File: config.mk
export PLATFORM = sky130hd
export DESIGN_NAME = ex_muldiv
export DESIGN_NICKNAME = d
export VERILOG_FILES = /design/src/rtl/rv32_pkg.sv /design/src/rtl/muldiv_step.sv /design/src/rtl/ex_muldiv.sv
export SDC_FILE = /design/constraint.sdc
export NUM_CORES = 1
export LEC_CHECK = 0
export BUFFER_PORTS_ARGS = -buffer_cell sky130_fd_sc_hd__buf_4
export CELL_PAD_IN_SITES_DETAIL_PLACEMENT = 0
export CELL_PAD_IN_SITES_GLOBAL_PLACEMENT = 1
export CORE_UTILIZATION = 25
export CTS_BUF_LIST = sky130_fd_sc_hd__clkbuf_4 sky130_fd_sc_hd__clkbuf_8 sky130_fd_sc_hd__clkbuf_16
export DETAILED_ROUTE_END_ITERATION = 10
export GPL_TIMING_DRIVEN = 0
export PLACE_DENSITY_LB_ADDON = 0.1
export SETUP_SLACK_MARGIN = 0.1
export SLEW_MARGIN = 25
export SYNTH_ARGS = -nofsm -noshare
export SYNTH_HDL_FRONTEND = slang
export SYNTH_SLANG_ARGS = --single-unit
File: constraint.sdc
create_clock -name clk -period 5.9 [get_ports clk]
set_clock_uncertainty 0.05 [all_clocks]
set_input_delay 0.59 -clock clk [delete_from_list [all_inputs] [get_ports clk]]
set_output_delay 0.59 -clock clk [all_outputs]
set_load 0.02 [all_outputs]
File: src/rtl/rv32_pkg.sv
// Shared RV32 definitions for the execute-stage multiply/divide unit.
package rv32_pkg;

  localparam int unsigned XLEN = 32;

  localparam logic [6:0] OPC_OP        = 7'b0110011;
  localparam logic [6:0] FUNCT7_MULDIV = 7'b0000001;

  localparam logic [2:0] FUNCT3_MUL    = 3'd0;
  localparam logic [2:0] FUNCT3_MULH   = 3'd1;
  localparam logic [2:0] FUNCT3_MULHSU = 3'd2;
  localparam logic [2:0] FUNCT3_MULHU  = 3'd3;
  localparam logic [2:0] FUNCT3_DIV    = 3'd4;
  localparam logic [2:0] FUNCT3_DIVU   = 3'd5;
  localparam logic [2:0] FUNCT3_REM    = 3'd6;
  localparam logic [2:0] FUNCT3_REMU   = 3'd7;

  typedef enum logic [1:0] {
    IDLE,
    CALC,
    FIN,
    DONE
  } muldiv_state_t;

endpackage

File: src/rtl/muldiv_step.sv
// One iteration of the iterative multiplier/divider on a shared 64-bit accumulator.
// Multiply: acc = {partial_hi, multiplier}; shift-add, shifting right.
// Divide:   acc = {remainder, dividend/quotient}; restoring step, shifting left.
module muldiv_step #(
  parameter int unsigned XLEN = 32
) (
  input  logic              mode_i,   // 0 multiply, 1 divide
  input  logic [2*XLEN-1:0] acc_i,
  input  logic [XLEN-1:0]   op_i,     // multiplicand or divisor magnitude
  output logic [2*XLEN-1:0] acc_o
);

  logic [XLEN:0]   mul_sum;
  logic            div_ge;
  logic [XLEN-1:0] div_sub;

  // Both datapaths are evaluated; the mode selects which one feeds the accumulator.
  always_comb begin
    mul_sum = {1'b0, acc_i[2*XLEN-1:XLEN]} + (acc_i[0] ? {1'b0, op_i} : '0);
    // Trial remainder is {rem, next dividend bit}; it is always < 2*divisor,
    // so the low XLEN bits of the difference are exact when it does not borrow.
    div_ge  = acc_i[2*XLEN-1:XLEN-1] >= {1'b0, op_i};
    div_sub = acc_i[2*XLEN-2:XLEN-1] - op_i;
    if (mode_i) begin
      acc_o = {(div_ge ? div_sub : acc_i[2*XLEN-2:XLEN-1]), acc_i[XLEN-2:0], div_ge};
    end else begin
      acc_o = {mul_sum, acc_i[XLEN-1:1]};
    end
  end

endmodule

File: src/rtl/ex_muldiv.sv
// Iterative RV32M multiply/divide unit for the execute stage. Stalls the
// pipeline while iterating and presents a one-cycle result pulse.
module ex_muldiv
  import rv32_pkg::*;
#(
  parameter int unsigned XLEN  = rv32_pkg::XLEN,
  parameter int unsigned CNT_W = 5
) (
  input  logic            clk,
  input  logic            rst,
  input  logic            startE,
  input  logic            killE,
  input  logic [2:0]      funct3E,
  input  logic [XLEN-1:0] op_aE,
  input  logic [XLEN-1:0] op_bE,
  output logic [XLEN-1:0] resultE,
  output logic            doneE,
  output logic            stallE
);

  muldiv_state_t     state_q, state_d;
  logic [CNT_W-1:0]  cnt_q, cnt_d;
  logic [2:0]        f3_q, f3_d;
  logic [XLEN-1:0]   op_q, op_d;
  logic [2*XLEN-1:0] acc_q, acc_d;
  logic              neg_q, neg_d;
  logic [XLEN-1:0]   result_q, result_d;

  logic              accept, is_div, a_signed, b_signed, neg_a, neg_b;
  logic [XLEN-1:0]   a_mag, b_mag, quot_s, rem_s;
  logic [2*XLEN-1:0] step_acc, prod_s;

  muldiv_step #(.XLEN(XLEN)) u_step (
    .mode_i (f3_q[2]),
    .acc_i  (acc_q),
    .op_i   (op_q),
    .acc_o  (step_acc)
  );

  assign accept  = (state_q == IDLE) && startE && !killE;
  assign stallE  = accept || (state_q == CALC) || (state_q == FIN);
  assign doneE   = (state_q == DONE);
  assign resultE = result_q;

  // Next-state, operand capture and result selection.
  always_comb begin
    state_d  = state_q;
    cnt_d    = cnt_q;
    f3_d     = f3_q;
    op_d     = op_q;
    acc_d    = acc_q;
    neg_d    = neg_q;
    result_d = result_q;

    is_div   = funct3E[2];
    a_signed = (funct3E == FUNCT3_MULH) || (funct3E == FUNCT3_MULHSU) ||
               (funct3E == FUNCT3_DIV)  || (funct3E == FUNCT3_REM);
    b_signed = (funct3E == FUNCT3_MULH) || (funct3E == FUNCT3_DIV) ||
               (funct3E == FUNCT3_REM);
    neg_a    = a_signed && op_aE[XLEN-1];
    neg_b    = b_signed && op_bE[XLEN-1];
    a_mag    = neg_a ? ('0 - op_aE) : op_aE;
    b_mag    = neg_b ? ('0 - op_bE) : op_bE;

    prod_s   = neg_q ? ('0 - acc_q) : acc_q;
    quot_s   = neg_q ? ('0 - acc_q[XLEN-1:0]) : acc_q[XLEN-1:0];
    rem_s    = neg_q ? ('0 - acc_q[2*XLEN-1:XLEN]) : acc_q[2*XLEN-1:XLEN];

    unique case (state_q)
      IDLE: begin
        if (accept) begin
          f3_d  = funct3E;
          cnt_d = '0;
          if (is_div && (op_bE == '0)) begin
            result_d = funct3E[1] ? op_aE : '1;
            state_d  = DONE;
          end else if (is_div && !funct3E[0] && (op_aE == {1'b1, {(XLEN-1){1'b0}}}) &&
                       (op_bE == '1)) begin
            result_d = funct3E[1] ? '0 : op_aE;
            state_d  = DONE;
          end else begin
            op_d    = is_div ? b_mag : a_mag;
            acc_d   = {{XLEN{1'b0}}, (is_div ? a_mag : b_mag)};
            // Remainder follows the dividend; everything else follows a^b.
            neg_d   = (is_div && funct3E[1]) ? neg_a : (neg_a ^ neg_b);
            state_d = CALC;
          end
        end
      end
      CALC: begin
        if (killE) begin
          state_d = IDLE;
        end else begin
          acc_d = step_acc;
          cnt_d = cnt_q + CNT_W'(1);
          if (cnt_q == CNT_W'(XLEN - 1)) state_d = FIN;
        end
      end
      FIN: begin
        if (killE) begin
          state_d = IDLE;
        end else begin
          unique case (f3_q)
            FUNCT3_MUL:                result_d = prod_s[XLEN-1:0];
            FUNCT3_DIV, FUNCT3_DIVU:   result_d = quot_s;
            FUNCT3_REM, FUNCT3_REMU:   result_d = rem_s;
            default:                   result_d = prod_s[2*XLEN-1:XLEN];
          endcase
          state_d = DONE;
        end
      end
      DONE: begin
        result_d = '0;
        state_d  = IDLE;
      end
      default: state_d = IDLE;
    endcase
  end

  // State and datapath registers with asynchronous reset.
  always_ff @(posedge clk or posedge rst) begin
    if (rst) begin
      state_q  <= IDLE;
      cnt_q    <= '0;
      f3_q     <= '0;
      op_q     <= '0;
      acc_q    <= '0;
      neg_q    <= 1'b0;
      result_q <= '0;
    end else begin
      state_q  <= state_d;
      cnt_q    <= cnt_d;
      f3_q     <= f3_d;
      op_q     <= op_d;
      acc_q    <= acc_d;
      neg_q    <= neg_d;
      result_q <= result_d;
    end
  end

endmodule

==> results of run 1 <==
[layout make-up]
cell class	count	area, um^2
antenna	1	2.50
buffer	144	574
clock buffer	17	425
clock inverter	15	169
fill	6656	42600
inverter	74	285
multi-input combinational	1673	10900
sequential	139	3480
tap	782	978
timing repair buffer	102	783
[where the power goes]
group	internal, W	total (W)	leakage (nW)	switching [W]
registers	0.00125	0.00170	1.75	0.000446
clock network	0.000603	0.00115	0.296	0.000547
logic	0.00209	0.00609	5.16	0.00400
total	0.00395	0.00894	7.20	0.00499
[synthesized netlist by cell type, types with 15 or more instances]
master,count,area share (%)
o41ai_1,18,1.0
nor4_1,20,0.82
a21oi_1,188,6.2
xnor2_1,87,5.0
or4_1,21,1.0
o21a_1,16,0.79
a31oi_1,23,0.95
nand3_1,27,0.89
dfrtp_1,139,23
o211ai_1,19,0.94
nor2_1,203,5.0
o31ai_1,31,1.5
nand2_1,209,5.2
mux2i_1,79,5.2
a21o_1,26,1.3
a211oi_1,16,0.79
ha_1,71,5.8
nand4_1,25,1.0
o22ai_1,15,0.62
xor2_1,83,4.8
clkbuf_1,108,2.7
buf_1,19,0.47
inv_1,72,1.8
a22oi_1,24,1.2
or3_1,23,0.95
maj3_1,27,1.8
mux2_2,19,1.4
o21ai_0,185,6.1
nor3_1,39,1.3
[sequential cells by signal, indices dropped and copies added, names as in the netlist]
| name | count |
|---|---|
| state_q | 2 |
| resultE | 32 |
| op_q | 32 |
| f3_q | 3 |
| neg_q | 1 |
| acc_q | 64 |
| cnt_q | 5 |
[stage by stage]
| step | setup TNS, ns | hold slack, ns | std cells | utilization [%] | setup slack [ns] |
|---|---|---|---|---|---|
| after floorplan | 0 | 0.400 | 2030 | - | 1.54 |
| after global placement | -116.29 | 0.420 | 2911 | 28.1 | -0.878 |
| after detailed placement | 0 | 0.426 | 2914 | 28.2 | 0.720 |
| after CTS | 0 | 0.128 | 2946 | 29.2 | 1.07 |
| after global routing | 0 | 0.133 | 2946 | 29.2 | 0.753 |
| final | 0 | 0.107 | 2947 | 29.2 | 0.965 |
[path summary, 6_finish.rpt]
path                                           end                     from  depth (start not counted)
setup / recovery             acc_q[59]$_DFFE_PP0P_     acc_q[0]$_DFFE_PP0P_                         14
hold reg to reg            resultE[12]$_DFFE_PP0P_  resultE[12]$_DFFE_PP0P_                          2
min in group clk            state_q[1]$_DFFE_PP0P_                    killE                          2
max in group asynchronous     cnt_q[3]$_DFFE_PP0P_                      rst                          3
hold / removal                 op_q[8]$_DFFE_PP0P_                      rst                          2
setup reg to reg             acc_q[59]$_DFFE_PP0P_     acc_q[0]$_DFFE_PP0P_                         14
[routing by layer]
| metal | vias up | part of all wire (%) |
|---|---|---|
| met4 | 2 | 2.4 |
| met1 | 8117 | 48 |
| li1 | 7637 | - |
| met2 | 517 | 44 |
| met3 | 66 | 4.8 |
| met5 | - | 0.016 |
[cells by family (layout without fill, tap and decap cells)]
kind of cell / after synthesis / after routing / synth area share (%)
buffers and inverters: 218 / 352 / 5.60
adder cells (fa/ha/maj): 100 / 100 / 7.88
other: 0 / 1 / 0
multiplexers: 98 / 98 / 6.60
AND/OR/NAND/NOR: 644 / 644 / 19.9
AO/OA/AOI/OAI: 661 / 661 / 27.3
flip-flops: 139 / 139 / 22.9
XOR/XNOR: 170 / 170 / 9.79
==> out/results.ini, run 1 <==
[clock_tree]
cts.clk_slew.worst_paths_ns=0.08
cts_sinks=139
ctsResizeCount=0
htreeDepth=4
numCtsBuffers=17
cts_hold_buf=0
postCtsSetupRepairBufs=0
tritoncts=done
clk_path_buf_depth=2
cts-root-buf=clkbuf_16
clkLatencyLatePin_ns=0.49

[layout]
postLayoutCellArea_um2=17600
final_common_cell=nand2_1
syn2layout_area_growth_pct=15.8
layout_common_cells=nand2_1, nor2_1, a21oi_1
nets=2295
drive_gt1_share_pct=9.47

[routing]
drt-initial-drc-count=1571
ant_nets=0
wl_per_cell_um=26.8
route.detailed.drc=0
first_pass_iters=5
wirelength_um=78900
via_per_inst=5.54
vias=16339

[worst_setup_path]
critical_path.slowest_cell=clkbuf_1
worstPathRequired_ns=6.23
path_class=flip-flop to flip-flop
path_common_cell=clkbuf_1
path_buf_inv=3
crit_path_start_kind=flip-flop
crit_chain=inv_1 -> clkbuf_1 -> nor2_1 -> ha_1 -> clkbuf_1 -> nand3_1 -> a211oi_1 -> a21bo_2 -> a21oi_1 -> a41oi_1 -> o21ai_0 -> a21o_1 -> mux2_2 -> o41ai_1
slowest_delay_ns=0.55
endpoint_kind=flip-flop
worstPathArrival_ns=5.27
crit_fanout=10
r2r_setup_slack_ns=0.96
critical_path.top_delay_family=compound AO/OA/AOI/OAI gates

[floorplanning]
pin_count=105
core_area_um2=60200
initial_core_util_pct=25.3
fp.dieArea_um2=61800
die_width_um=249
num_rows=90
dieHeight_um=249

[placement]
portBuffers=99
gp_congestion=0.948
place_area_um2=17000
hpwl_um=64400

[job]
maxCapViolCount=0

[global_route]
use_met1_pct=36.4
use_met2_pct=39.3
grt_start_max_net_pins=76
antenna_found_initial=1
overflow=0
grt_pass1_wl_um=114000
grtUsageMet3_pct=3.38
grt_usage_pct=25.4
first_global_vias=15758
busiest_layer=met2

[synth]
ys_ff_latch=139
synth.avg_cell_area_um2=7.49
seq_area_frac_synth_pct=22.9
synthFlopType=dfrtp_1
syn_inst=2030
syn_nets=2174
async_reset_ff_share_pct=100
synth_cell_type_count=82
synth_enable_flop_cells=0
yosysWarnings=0
netlist_area_um2=15200

[timing]
tightest_slew_ns=1.05
hold_viol=0
finalMaxSlewViolations=0
rsz0062_at_grt=false
final-setup-viol-count=0
finalCritPeriodShare_pct=83.6
relSlewSlack_pct=29.6
fmax_mhz=203
min_period_ns=4.94

[status]
run_status=finished clean

[pwr]
peakVddDrop_uv=187
total_power_w=0.00894
p_leak_nw=7.20
power.density_nw_per_um2=508

[min_path]
hold_path.class=input pin to asynchronous set/reset pin

(Power assumes the default switching activity.)
==> inputs of run 2 (changes only) <==
clock period = 4.85 ns   (was 5.9 ns; I/O delays follow)
==> run 2 against run 1 <==
  * Combinational power grew 22%
  * Sequential power grew 21%
  * Core utilization is essentially flat
  * Sequential share of layout area is essentially flat
  * Register-to-register slack lost 0.72 ns
  * Die area is the same
  * Final area is essentially flat
  * Worst setup slack lost 0.72 ns
  * Clock power grew 21%
==> out/results.ini, run 2 (synthesis gave the netlist of run 1 again) <==
[placement]
preCtsSetupSlack_ns=-0.225  ; was 0.720 ns
place_area_um2=17000  ; unchanged
hpwl_um=64400  ; unchanged
dpl.cell_count=2914  ; unchanged
portBuffers=99  ; unchanged
gp_congestion=0.948  ; unchanged

[clock_tree]
cts.clk_slew.worst_paths_ns=0.07  ; was 0.08 ns
cts_hold_buf=0  ; unchanged
cts-root-buf=clkbuf_16  ; unchanged
postCtsSetupRepairBufs=0  ; unchanged
cts_sinks=139  ; unchanged
clk_path_buf_depth=2  ; unchanged
clkLatencyLatePin_ns=0.49  ; about the same
numCtsBuffers=17  ; unchanged
htreeDepth=4  ; unchanged
tritoncts=done  ; unchanged

[routing]
via_per_inst=5.54  ; about the same
ant_nets=0  ; unchanged
first_pass_iters=5  ; unchanged
wl_per_cell_um=26.8  ; about the same
drt-initial-drc-count=1583  ; was 1,571
wirelength_um=79000  ; was 78,900 um
route.detailed.drc=0  ; unchanged
vias=16336  ; was 16,339

[layout]
postLayoutCellArea_um2=17600  ; about the same
nets=2295  ; unchanged
layout_common_cells=nand2_1, nor2_1, a21oi_1  ; unchanged
n_fill_cell=6658  ; was 6,656
syn2layout_area_growth_pct=15.9  ; was 15.8%
drive_gt1_share_pct=9.70  ; was 9.47%
final_cells=2948  ; was 2,947
regMostFlops=acc_q  ; unchanged
final_common_cell=nand2_1  ; unchanged
largest_reg_flops=64  ; unchanged

[floorplanning]
fp.dieArea_um2=61800  ; unchanged
dieHeight_um=249  ; unchanged
pin_count=105  ; unchanged
core_area_um2=60200  ; unchanged
die_width_um=249  ; unchanged
initial_core_util_pct=25.3  ; unchanged
num_rows=90  ; unchanged

[worst_setup_path]
rr_endpoint=resultE[28]$_DFFE_PP0P_  ; was acc_q[59]$_DFFE_PP0P_
r2r_start=acc_q[32]$_DFFE_PP0P_  ; was acc_q[0]$_DFFE_PP0P_
worstPathRequired_ns=5.15  ; was 6.23 ns
r2r_setup_slack_ns=0.24  ; was 0.96 ns
crit_path_start_kind=flip-flop  ; unchanged
rr_worst_depth=11  ; was 14
path_class=flip-flop to flip-flop  ; unchanged
worstPathArrival_ns=4.91  ; was 5.27 ns
endpoint_kind=flip-flop  ; unchanged
crit_fanout=9  ; was 10

[timing]
final-setup-viol-count=0  ; unchanged
setup_ws_ns=0.245  ; was 0.965 ns
relSlewSlack_pct=24.7  ; was 29.6%
finalMaxSlewViolations=0  ; unchanged
hold_ws_ns=0.00241  ; was 0.107 ns
hold_viol=0  ; unchanged
finalCritPeriodShare_pct=95.0  ; was 83.6%
fmax_mhz=217  ; was 203 MHz
rsz0062_at_grt=false  ; unchanged
min_period_ns=4.61  ; was 4.94 ns
tightest_slew_ns=1.13  ; was 1.05 ns

[global_route]
grt_pass1_wl_um=114000  ; unchanged
grt_usage_pct=25.4  ; unchanged
use_met1_pct=36.4  ; unchanged
grtUsageMet3_pct=3.38  ; unchanged
busiest_layer=met2  ; unchanged
antenna_found_initial=1  ; unchanged
grt_start_max_net_pins=76  ; unchanged
overflow=0  ; unchanged
first_global_vias=15758  ; unchanged
use_met2_pct=39.3  ; unchanged

[pwr]
total_power_w=0.0109  ; was 0.00894 W
p_leak_nw=7.21  ; was 7.20 nW
power.density_nw_per_um2=616  ; was 508 nW/um^2
peakVddDrop_uv=227  ; was 187 uV

[status]
run_status=finished clean  ; unchanged

[job]
maxCapViolCount=0  ; unchanged

[min_path]
hold_path.class=input pin to asynchronous set/reset pin  ; unchanged

==> run 2: how the worst max path moves through the flow <==
stage / start / to / slack (ns)
after detailed placement: op_aE[3] / acc_q[5]$_DFFE_PP0P_ / -0.23
after floorplan: rst / acc_q[0]$_DFFE_PP0P_ / 0.59
after global placement: rst / cnt_q[2]$_DFFE_PP0P_ / -1.82
after global routing: acc_q[0]$_DFFE_PP0P_ / acc_q[56]$_DFFE_PP0P_ / 0.10
after CTS: acc_q[0]$_DFFE_PP0P_ / acc_q[59]$_DFFE_PP0P_ / 0.22
final: acc_q[32]$_DFFE_PP0P_ / resultE[28]$_DFFE_PP0P_ / 0.24
==> run 2: repair_timing <==
item / in CTS / in global routing
pin swaps: 0 / 0
setup endpoints to repair: 1 / 34
resized for setup: 1 / 6
==> run 2: critical path, cell delays in order, from the launching register on <==
cell,delay [ns]
dfrtp_1,0.45
clkbuf_1,0.28
inv_1,0.14
ha_1,0.21
nor3b_1,0.56
nand4_1,0.62
or2_2,0.55
o31a_1,0.35
o311ai_0,0.60
o21ai_1,0.28
a22oi_1,0.26
a21oi_1,0.10
==> run 2: metrics by stage <==
| step | util [%] | TNS [ns] |
|---|---|---|
| 3_5_place_dp | 28.2 | -4.00 |
| 5_1_grt | 29.3 | 0 |
| 4_1_cts | 29.2 | 0 |
| 2_1_floorplan | - | 0 |
| 3_3_place_gp | 28.1 | -254.53 |
| 6_report | 29.3 | 0 |
==> run 2: layout make-up <==
cell class / count / area, um^2 / share of cell area [%]
timing repair buffer: 102 / 783 / 4.44
clock buffer: 17 / 425 / 2.41
buffer: 144 / 578 / 3.28
inverter: 74 / 285 / 1.62
multi-input combinational: 1673 / 10900 / 62.0
tap: 782 / 978 / 5.55
sequential: 139 / 3480 / 19.7
clock inverter: 15 / 169 / 0.958
antenna: 2 / 5.00 / 0.0284
==> run 2: power breakdown <==
group / internal, W / total [W] / switching, W
Clock: 0.000733 / 0.00139 / 0.000659
Sequential: 0.00152 / 0.00206 / 0.000540
Combinational: 0.00255 / 0.00741 / 0.00486
Total: 0.00480 / 0.0109 / 0.00606
==> run 2: metal layers <==
metal,wire (um),up-vias
met3,4090,74
met4,1940,2
met5,13,-
met1,37900,8122
met2,35100,501
li1,-,7637
